`src/rtl/mips_run_ctrl.sv`:
```
// mips_run_ctrl: run/step/halt/breakpoint sequencer and executed-cycle counter for the MIPS core
module mips_run_ctrl #(
    parameter int RST_CYC  = 4,
    parameter bit AUTO_RUN = 1'b0,
    parameter int PC_W     = 8,
    parameter int CNT_W    = 16
) (
    input  logic             Clk_O,
    input  logic             Reset,
    input  logic             Run_Req,
    input  logic             Step_Req,
    input  logic             Halt_Req,
    input  logic             Clr_Cnt,
    input  logic             Bp_En,
    input  logic [PC_W-1:0]  Bp_Addr,
    input  logic [PC_W-1:0]  PC,
    output logic             Cpu_Rst,
    output logic             Cpu_En,
    output logic [1:0]       State,
    output logic             Bp_Hit,
    output logic             Step_Done,
    output logic [CNT_W-1:0] Cycle_Cnt
);
    typedef enum logic [1:0] {
        S_INIT = 2'd0,
        S_HALT = 2'd1,
        S_RUN  = 2'd2,
        S_STEP = 2'd3
    } state_t;

    localparam int              IC_W    = (RST_CYC > 1) ? $clog2(RST_CYC) : 1;
    localparam logic [IC_W-1:0] IC_LAST = IC_W'(RST_CYC - 1);

    state_t           r_state;
    logic [IC_W-1:0]  r_init_cnt;
    logic             r_cpu_rst;
    logic             r_skip;
    logic             r_bp_hit;
    logic             r_step_done;
    logic [CNT_W-1:0] r_cyc;
    logic             w_match;
    logic             w_en;

    // breakpoint only matters in RUN and is masked on the first cycle after a resume
    always_comb begin
        w_match = (r_state == S_RUN) && Bp_En && (PC == Bp_Addr) && !r_skip;
        w_en    = ((r_state == S_RUN) && !w_match) || (r_state == S_STEP);
    end

    // sequencer: reset hold, halt/step/run transitions, breakpoint stop and step completion pulse
    always_ff @(posedge Clk_O or negedge Reset) begin
        if (!Reset) begin
            r_state     <= S_INIT;
            r_init_cnt  <= '0;
            r_cpu_rst   <= 1'b1;
            r_skip      <= 1'b0;
            r_bp_hit    <= 1'b0;
            r_step_done <= 1'b0;
        end else begin
            r_step_done <= (r_state == S_STEP);
            case (r_state)
                S_INIT: begin
                    r_init_cnt <= r_init_cnt + 1'b1;
                    if (r_init_cnt == IC_LAST) begin
                        r_state   <= AUTO_RUN ? S_RUN : S_HALT;
                        r_cpu_rst <= 1'b0;
                    end
                end
                S_HALT: begin
                    if (!Halt_Req && Step_Req) begin
                        r_state  <= S_STEP;
                        r_bp_hit <= 1'b0;
                    end else if (!Halt_Req && Run_Req) begin
                        r_state  <= S_RUN;
                        r_skip   <= 1'b1;
                        r_bp_hit <= 1'b0;
                    end
                end
                S_RUN: begin
                    r_skip <= 1'b0;
                    if (w_match) begin
                        r_state  <= S_HALT;
                        r_bp_hit <= 1'b1;
                    end else if (Halt_Req) begin
                        r_state <= S_HALT;
                    end
                end
                S_STEP: r_state <= S_HALT;
            endcase
        end
    end

    // saturating count of enabled core cycles; clear wins over increment
    always_ff @(posedge Clk_O or negedge Reset) begin
        if (!Reset) r_cyc <= '0;
        else if (Clr_Cnt) r_cyc <= '0;
        else if (w_en && (r_cyc != '1)) r_cyc <= r_cyc + 1'b1;
    end

    assign Cpu_Rst   = r_cpu_rst;
    assign Cpu_En    = w_en;
    assign State     = r_state;
    assign Bp_Hit    = r_bp_hit;
    assign Step_Done = r_step_done;
    assign Cycle_Cnt = r_cyc;
endmodule

```
`config.mk`:
```
export PLATFORM = sky130hd
export DESIGN_NAME = mips_run_ctrl
export DESIGN_NICKNAME = d
export VERILOG_FILES = /design/src/rtl/mips_run_ctrl.sv
export SDC_FILE = /design/constraint.sdc
export NUM_CORES = 1
export LEC_CHECK = 0
export BUFFER_PORTS_ARGS = -buffer_cell sky130_fd_sc_hd__buf_2
export CAP_MARGIN = 40
export CELL_PAD_IN_SITES_DETAIL_PLACEMENT = 0
export CELL_PAD_IN_SITES_GLOBAL_PLACEMENT = 2
export CORE_MARGIN = 5
export CORE_UTILIZATION = 32
export CTS_CLUSTER_DIAMETER = 30
export DETAILED_ROUTE_END_ITERATION = 8
export PLACE_DENSITY_LB_ADDON = 0.1
export SLEW_MARGIN = 40
export SYNTH_ARGS = -nofsm -noshare
export SYNTH_HDL_FRONTEND = slang
export SYNTH_SLANG_ARGS = --single-unit
```
`constraint.sdc`:
```
create_clock -name Clk_O -period 3.8 [get_ports Clk_O]
set_input_delay 0.38 -clock Clk_O [delete_from_list [all_inputs] [get_ports Clk_O]]
set_output_delay 0.38 -clock Clk_O [all_outputs]
set_load 0.05 [all_outputs]
```
## After elaboration in Yosys (flattened, before gate mapping)

Cells that the tools add are included.

- $add $sub $neg: 2
- Equality and inequality tests: 12
- Muxes and demuxes: 15
- Reductions and logical operators: 18

Operators by type and width:

| operator | count |
|---|---|
| $mux W16 | 2 |
| $add A16 B1 Y16 const B | 1 |
| $ne A16 B16 Y1 const B | 1 |
| $mux W2 | 5 |
| $reduce_and A3 Y1 | 3 |
| $eq A8 B8 Y1 | 1 |
| $ne A2 B2 Y1 const B | 4 |
| $pmux W2 S4 | 1 |
| $logic_and A1 B1 Y1 | 7 |
| $eq A2 B2 Y1 const B | 3 |
| $ne A3 B3 Y1 const B | 2 |
| $mux W1 | 5 |
| $pmux W1 S2 | 2 |
| $reduce_bool A2 Y1 | 2 |
| $logic_not A1 Y1 | 3 |
| $add A2 B1 Y2 const B | 1 |
| $eq A2 B1 Y1 const B | 1 |
| $logic_not A2 Y1 | 1 |
| $reduce_and A2 Y1 | 1 |
| $logic_or A1 B1 Y1 | 1 |

- Register bits: 24
- Input bits: 23
- Logic and storage cells: 54

## Logic depth before layout (Yosys ltp)

Gate-level depths: netlist of the first run.

- Depth after elaboration: 10
- Mapped depth: 9
- Gate-level depth less buffers: 8

## Worst setup path before layout of the first run

OpenSTA, ideal clock, no wires.

- Path kind: register -> output
- Start point: register r_state[1] (netlist: State[1])
- End point: output Cpu_En
- Data arrival time: 1,910 ps
- Path slack: 1,510 ps
- Stages on the path, launching flop included: 6
- Path buffers: 0
- Path through: dfrtp_1 ha_1 nand2_1 nor3_1 a31oi_4 or2_2

- Cells in the longest elaborated chain, start to end: 7

Ends and longest elaborated chain:

| item | RTL line | text |
|---|---|---|
| start, declared | 34 | `state_t r_state;` |
| start signal, assigned | 65 | `r_state <= AUTO_RUN ? S_RUN : S_HALT;` |
| $eq A2 B2 Y1 | 46, 47 |  |
| $logic_and A1 B1 Y1 (3 in a row) | 46 | `w_match = (r_state == S_RUN) && Bp_En && (PC == Bp_Addr) && !r_skip;` |
| $logic_not A1 Y1 | 47 | `w_en = ((r_state == S_RUN) && !w_match) \|\| (r_state == S_STEP);` |
| $logic_and A1 B1 Y1 | 47 |  |
| $logic_or A1 B1 Y1 (*) | 47 |  |
| end, declared | 18 | `output logic Cpu_En,` |

Every way passes the cells marked *; elsewhere a longest branch is shown, timed or not.

## Worst setup path after layout of the first run

- Start point: register r_state[0] (netlist: State[0])
- End point: output Cpu_En

The elaborated chain is that of the path after synthesis.

==> results of run 1 <==
## cell type report
class	instances	area, sq um	area share
multi-input cells	109	763.2	0.4436
flip-flops and latches	24	601.8	0.3498
repair buffers	44	220.2	0.1280
well taps	52	65.06	0.03782
clock buffers	4	55.05	0.03200
inverters	4	15.01	0.008727
## cell usage in the layout (no fill, tap or decap), types with 2 or more instances in the layout
cell type / n
a21oi_1: 11
and3_1: 3
and4_1: 3
buf_2: 44
clkbuf_8: 4
dfrtp_1: 23
ha_1: 6
inv_1: 4
mux2_2: 2
mux2i_1: 2
nand2_1: 12
nand3_1: 5
nor2_1: 11
nor2b_1: 3
nor3_1: 2
o211ai_1: 3
o21ai_0: 6
o31ai_1: 4
or2_2: 2
or3_1: 3
or4_1: 4
xor2_1: 15
## kinds of logic after synthesis
family / Yosys count / share of synthesized area
simple gates: 52 / 0.2081
xor+xnor: 15 / 0.09417
flops: 24 / 0.4314
fa+ha+maj: 6 / 0.05381
mux: 5 / 0.03856
compound gates: 31 / 0.1525
buf+inv: 7 / 0.02152
## critical path, delay by kind of cell (launching register included)
family	cells	cell delay (ns)
adder cells (fa/ha/maj)	1	0.22
flip-flops	1	0.42
buffers and inverters	2	0.33
AO/OA/AOI/OAI	1	0.20
AND/OR/NAND/NOR	3	0.73
## where the power goes
group	internal [W]	total, W	switching, W
combinational	0.000123	0.000386	0.000263
sequential	0.000296	0.000327	0.0000317
clock	0.0000926	0.000178	0.0000853
total	0.000511	0.000891	0.000380
## flip-flops by register name (all words and copies together) (netlist names)
signal and cells:
Step_Done 1, Cpu_Rst 1, State 2, r_init_cnt 2
Bp_Hit 1, Cycle_Cnt 16, r_skip 1
## stage by stage
| step | instances | instance area, sq um | setup slack [ns] | hold WS (ns) | util |
|---|---|---|---|---|---|
| 6_report | 237 | 1720 | 1.245 | 0.09396 | 0.4006 |
| 5_1_grt | 237 | 1720 | 1.053 | 0.1453 | 0.4006 |
| 4_1_cts | 237 | 1720 | 1.218 | 0.1143 | 0.4006 |
| 3_5_place_dp | 233 | 1665 | 1.460 | 0.4152 | 0.3878 |
| 3_3_place_gp | 233 | 1665 | 1.556 | 0.4050 | 0.3878 |
| 2_1_floorplan | 140 | 1395 | 1.510 | 0.08441 | - |
## metal layers
metal | up-vias | track usage
met3 | 2 | 0.02482
met4 | 0 | 0.03737
met1 | 584 | 0.1445
met5 | - | 0
met2 | 34 | 0.2012
li1 | 594 | -
## worst max-delay path by stage
stage	start	end	slack, ns	cells after the start
after CTS	State[0]$_DFFE_PN0P_	Cpu_En	1.22	7
after global routing	State[0]$_DFFE_PN0P_	Cpu_En	1.05	7
final	State[0]$_DFFE_PN0P_	Cpu_En	1.24	7
after detailed placement	State[0]$_DFFE_PN0P_	Cycle_Cnt[13]$_DFFE_PN0P_	1.46	8
after global placement	State[0]$_DFFE_PN0P_	Cycle_Cnt[13]$_DFFE_PN0P_	1.56	8
after floorplan	State[1]$_DFFE_PN0P_	Cpu_En	1.51	5
==> impl_metrics.env, run 1 <==
export IMPL_crit_path_top_delay_cell="dfrtp_1"
export IMPL_slew_headroom=0.6263
export IMPL_cp_max_fo=8
export IMPL_syn_area_per_cell_sq_um=9.965
export IMPL_die_y_um=76.03
export IMPL_synth_edff_count=0
export IMPL_wl_per_cell_um=13.82
export IMPL_peakVddDrop_mv=0.3854
export IMPL_p_leak_nw=0.8190
export IMPL_path_cells="inv_1 > ha_1 > nand2_1 > nor3_1 > a31oi_4 > or2_2 > buf_2"
export IMPL_insertion_delay_ns=0.27
export IMPL_rows=24
export IMPL_worstRegToRegCells=8
export IMPL_wl_met1_um=1425
export IMPL_worst_ep_required_time_ns=3.42
export IMPL_core_sq_mm=0.004294
export IMPL_setup_violations_final=0
export IMPL_ys_seq_elements=24
export IMPL_hp_class="in2async"
export IMPL_io_buffer_count=44
export IMPL_finalCritPeriodShare=0.6724
export IMPL_synthArstFlopShare=1.000
export IMPL_drc=0
export IMPL_hpwlAfterDp_um=2526
export IMPL_synthFlopType="dfrtp_1"
export IMPL_drtPass1Iterations=4
export IMPL_fin_skew_ns=0.002144
export IMPL_synthCells=140
export IMPL_dieArea_sq_mm=0.005780
export IMPL_min_period_ns=2.555
export IMPL_ys_warn_count=0
export IMPL_grt_pass1_wl_um=5692
export IMPL_finalPower_w=0.0008910
export IMPL_timing_rr_start="State[0]$_DFFE_PN0P_"
export IMPL_synth_area_leaders="dfrtp_1 (41%), xor2_1 (9.4%), ha_1 (5.4%)"
export IMPL_worst_pin_slew_ns=0.5605
export IMPL_drv_cap=0
export IMPL_synthTopCellsByCount="dfrtp_1 (23), xor2_1 (15), nand2_1 (12), a21oi_1 (11), nor2_1 (11)"
export IMPL_grt_pass1_vias=1249
export IMPL_fmax_ghz=0.3914
export IMPL_critPathLaunchType="flip-flop"
export IMPL_grt_max_degree=25
export IMPL_areaGrowthSynthToFinish_pct=23.32
export IMPL_drt_initial_drc_count=47
export IMPL_seq_area_frac_synth=0.4314
export IMPL_arrival_ns=2.18
export IMPL_fillers=446
export IMPL_hold_buffers=0
export IMPL_grt_antenna_before_repair=0
export IMPL_cts_sinks=24
export IMPL_rrSetupSlack_ns=1.48
export IMPL_path_clk_slew_ns=0.09
export IMPL_cts_resized=0
export IMPL_met2_length_um=1619
export IMPL_ant_nets=0
export IMPL_cts_setup_buffers=0
export IMPL_num_io_pins=45
export IMPL_die_w_um=76.03
export IMPL_ys_types=36
export IMPL_cts_tree="yes"
export IMPL_track_usage=0.1170
export IMPL_layout_drive_gt1_share=0.3027
export IMPL_syn_nets=169
export IMPL_synth_top_area_frac=0.4126
export IMPL_num_antenna_cells=0
export IMPL_status="finished clean"
export IMPL_viasPerCell=5.122
export IMPL_finalHoldViolCount=0
export IMPL_clockBufferDepth=2
export IMPL_crit_type="reg2out"
export IMPL_fin_nets=215
export IMPL_overflow=0
export IMPL_r2r_end="Cycle_Cnt[13]$_DFFE_PN0P_"
export IMPL_route_met3_wl_um=215
export IMPL_vias=1214
export IMPL_slowest_delay_ns=0.42
export IMPL_root_buffer="clkbuf_8"
export IMPL_yosysMostFrequentCell="dfrtp_1"
export IMPL_top_layer_used="met4"
export IMPL_initial_core_util=0.3249
export IMPL_drt_wl_total_um=3276
export IMPL_critPathCaptureType="output port"
export IMPL_cts_buffers=3
export IMPL_rsz0062_at_grt="false"
export IMPL_final_max_slew_viol_count=0
export IMPL_synthesis_area_sq_mm=0.001395
export IMPL_setup_tns_ns=0
export IMPL_htreeDepth=1
export IMPL_gp_congestion=0.7846
export IMPL_yosys_area_top_type="dfrtp_1"
export IMPL_cellPowerDensity_mw_per_mm2=517.9
No activity file was read; power rests on OpenSTA's default activity.
==> run 2, diff against run 1 <==
--- a/config.mk
+++ b/config.mk
@@ -10,7 +10,7 @@
 export CELL_PAD_IN_SITES_DETAIL_PLACEMENT = 0
 export CELL_PAD_IN_SITES_GLOBAL_PLACEMENT = 2
 export CORE_MARGIN = 5
-export CORE_UTILIZATION = 32
+export CORE_UTILIZATION = 30
 export CTS_CLUSTER_DIAMETER = 30
 export DETAILED_ROUTE_END_ITERATION = 8
 export PLACE_DENSITY_LB_ADDON = 0.1
==> constraint.sdc (replaced) <==
create_clock -name Clk_O -period 2.6 [get_ports Clk_O]
set_input_delay 0.26 -clock Clk_O [delete_from_list [all_inputs] [get_ports Clk_O]]
set_output_delay 0.26 -clock Clk_O [all_outputs]
set_load 0.05 [all_outputs]
==> run 2 against run 1 <==
Against the previous run: design area rose by 0.29%; non-clock buffer count is 1 higher; clock-buffer cell count unchanged; critical endpoint unchanged; largest cell class unchanged; highest routed layer unchanged.
==> impl_metrics.env, run 2 (synthesis gave the netlist of run 1 again) <==
export IMPL_largest_reg_flops=16
export IMPL_viasPerCell=4.857
export IMPL_num_antenna_cells=0
export IMPL_worst_pin_slew_ns=0.5658
export IMPL_slowest_delay_ns=0.43
export IMPL_hp_class="in2reg"
export IMPL_rsz0062_at_grt="false"
export IMPL_num_io_pins=45
export IMPL_layout_drive_gt1_share=0.3011
export IMPL_insertion_delay_ns=0.26
export IMPL_cts_setup_buffers=0
export IMPL_fmax_ghz=0.4291
export IMPL_grt_pass1_vias=1160
export IMPL_peakVddDrop_mv=0.3846
export IMPL_path_clk_slew_ns=0.08
export IMPL_vias=1156
export IMPL_switching_share=0.4346
export IMPL_io_buffer_count=44
export IMPL_hold_slack_ns=0.2914
export IMPL_critPathCaptureType="output port"
export IMPL_root_buffer="clkbuf_8"
export IMPL_slew_headroom=0.6228
export IMPL_drtPass1Iterations=4
export IMPL_critPathLaunchType="flip-flop"
export IMPL_critical_path_top_delay_family="simple AND/OR/NAND/NOR gates"
export IMPL_final_common_cell="buf_2"
export IMPL_arrival_ns=2.07
export IMPL_die_y_um=78.20
export IMPL_clkPwrFrac=0.177
export IMPL_fin_skew_ns=0.006124
export IMPL_areaGrowthSynthToFinish_pct=23.68
export IMPL_grt_antenna_before_repair=0
export IMPL_setup_violations_final=0
export IMPL_cp_num_buf_inv=2
export IMPL_clockBufferDepth=2
export IMPL_cts_sinks=24
export IMPL_seqPwrFrac=0.374
export IMPL_min_period_ns=2.330
export IMPL_worst_ep_required_time_ns=2.34
export IMPL_rows=24
export IMPL_hpwlAfterDp_um=2605
export IMPL_cp_max_fo=8
export IMPL_finalCritPeriodShare=0.8963
export IMPL_wl_per_cell_um=14.45
export IMPL_cts_tree="yes"
export IMPL_finalHoldViolCount=0
export IMPL_drt_wl_total_um=3440
export IMPL_die_w_um=78.20
export IMPL_post_route_util=0.3882
export IMPL_core_sq_mm=0.004444
export IMPL_grt_pass1_wl_um=5616
export IMPL_drc=0
export IMPL_initial_core_util=0.3139
export IMPL_cellPowerDensity_mw_per_mm2=742.3
export IMPL_path_cells="inv_1 > ha_1 > nand2_1 > nor3_2 > a31oi_4 > or2_2 > buf_2"
export IMPL_cts_buffers=3
export IMPL_internal_power_w=0.0007242
export IMPL_grt_max_degree=25
export IMPL_overflow=0
export IMPL_htreeDepth=1
export IMPL_ant_nets=0
export IMPL_fillers=465
export IMPL_crit_type="reg2out"
export IMPL_drt_initial_drc_count=23
export IMPL_dieArea_sq_mm=0.006114
export IMPL_setup_tns_ns=0
export IMPL_final_cell_mix="buf_2 (44), dfrtp_1 (23), xor2_1 (15)"
export IMPL_power_switching_w=0.0005566
export IMPL_finalPower_w=0.001281
export IMPL_pwr_share_comb=0.448
export IMPL_status="finished clean"
export IMPL_p_leak_nw=0.8183
export IMPL_crit_path_top_delay_cell="dfrtp_1"
export IMPL_fin_nets=216
export IMPL_final_max_slew_viol_count=0
export IMPL_track_usage=0.1125
export IMPL_drv_cap=0
export IMPL_gp_congestion=0.7260
-- run 2: cell count changes in the layout (fill, tap and decap cells not counted) --
cell	delta
clkbuf_1	+1
clkbuf_8	-1
dlygate4sd3_1	+1
nor3_1	-1
nor3_2	+1
-- run 2: worst paths after layout --
check                                             to  cells after the start  slack [ns]                      start
max                                           Cpu_En                      7        0.27       State[0]$_DFFE_PN0P_
max in group asynchronous        Cpu_Rst$_DFFE_PN1P_                      2        1.70                      Reset
min reg2reg                r_init_cnt[0]$_DFFE_PN0P_                      1        0.48  r_init_cnt[0]$_DFFE_PN0P_
min                             State[0]$_DFFE_PN0P_                      3        0.29                   Step_Req
max reg2reg                Cycle_Cnt[13]$_DFFE_PN0P_                      8        0.38       State[0]$_DFFE_PN0P_
min in group asynchronous   Cycle_Cnt[7]$_DFFE_PN0P_                      2        0.52                      Reset
-- run 2: layer usage --
layer / vias to the layer above / global-route usage / share of wire
met5: - / 0 / 0
met1: 526 / 0.1540 / 0.50
met3: 2 / 0.03432 / 0.070
met2: 33 / 0.1747 / 0.42
li1: 595 / - / -
met4: 0 / 0.02622 / 0.0055
-- run 2: through the flow --
step	setup WS [ns]	cell area, sq um	instances
finish	0.2696	1725	238
CTS	0.1441	1720	238
global route	0.1023	1725	238
global placement	0.3554	1665	233
floorplan	0.3123	1395	140
detailed placement	0.2999	1665	233
-- run 2: final cells by class --
cell class                 instances  area (sq um)  share of cell area
multi-input combinational        109         768.2              0.4453
sequential                        24         601.8              0.3488
timing repair buffer              45         230.2              0.1334
tap                               52         65.06             0.03771
clock buffer                       4         45.04             0.02611
inverter                           4         15.01            0.008702
-- run 2: repair_timing --
item,4_1_cts,5_1_grt
endpoints found under the setup margin,0,1
resized for setup,0,1
hold buffers,1,0
hold endpoints to repair,12,0
-- run 2: power groups by stage --
stage / Sequential, W / Clock, W / Combinational (W)
2_1_floorplan: 0.000593 / 0 / 0.000335
3_3_place_gp: 0.000481 / 0 / 0.000579
3_5_place_dp: 0.000485 / 0 / 0.000577
4_1_cts: 0.000478 / 0.000240 / 0.000585
5_1_grt: 0.000487 / 0.000248 / 0.000644
6_report: 0.000479 / 0.000227 / 0.000574
-- run 2: worst reg2reg max path, delay by kind of cell (launching register included) --
kind | cells | cell delay (ns)
multiplexers | 1 | 0.35
buffers and inverters | 1 | 0.09
AND/OR/NAND/NOR | 3 | 0.50
AO/OA/AOI/OAI | 2 | 0.50
flip-flops | 1 | 0.41
adder cells (fa/ha/maj) | 1 | 0.25
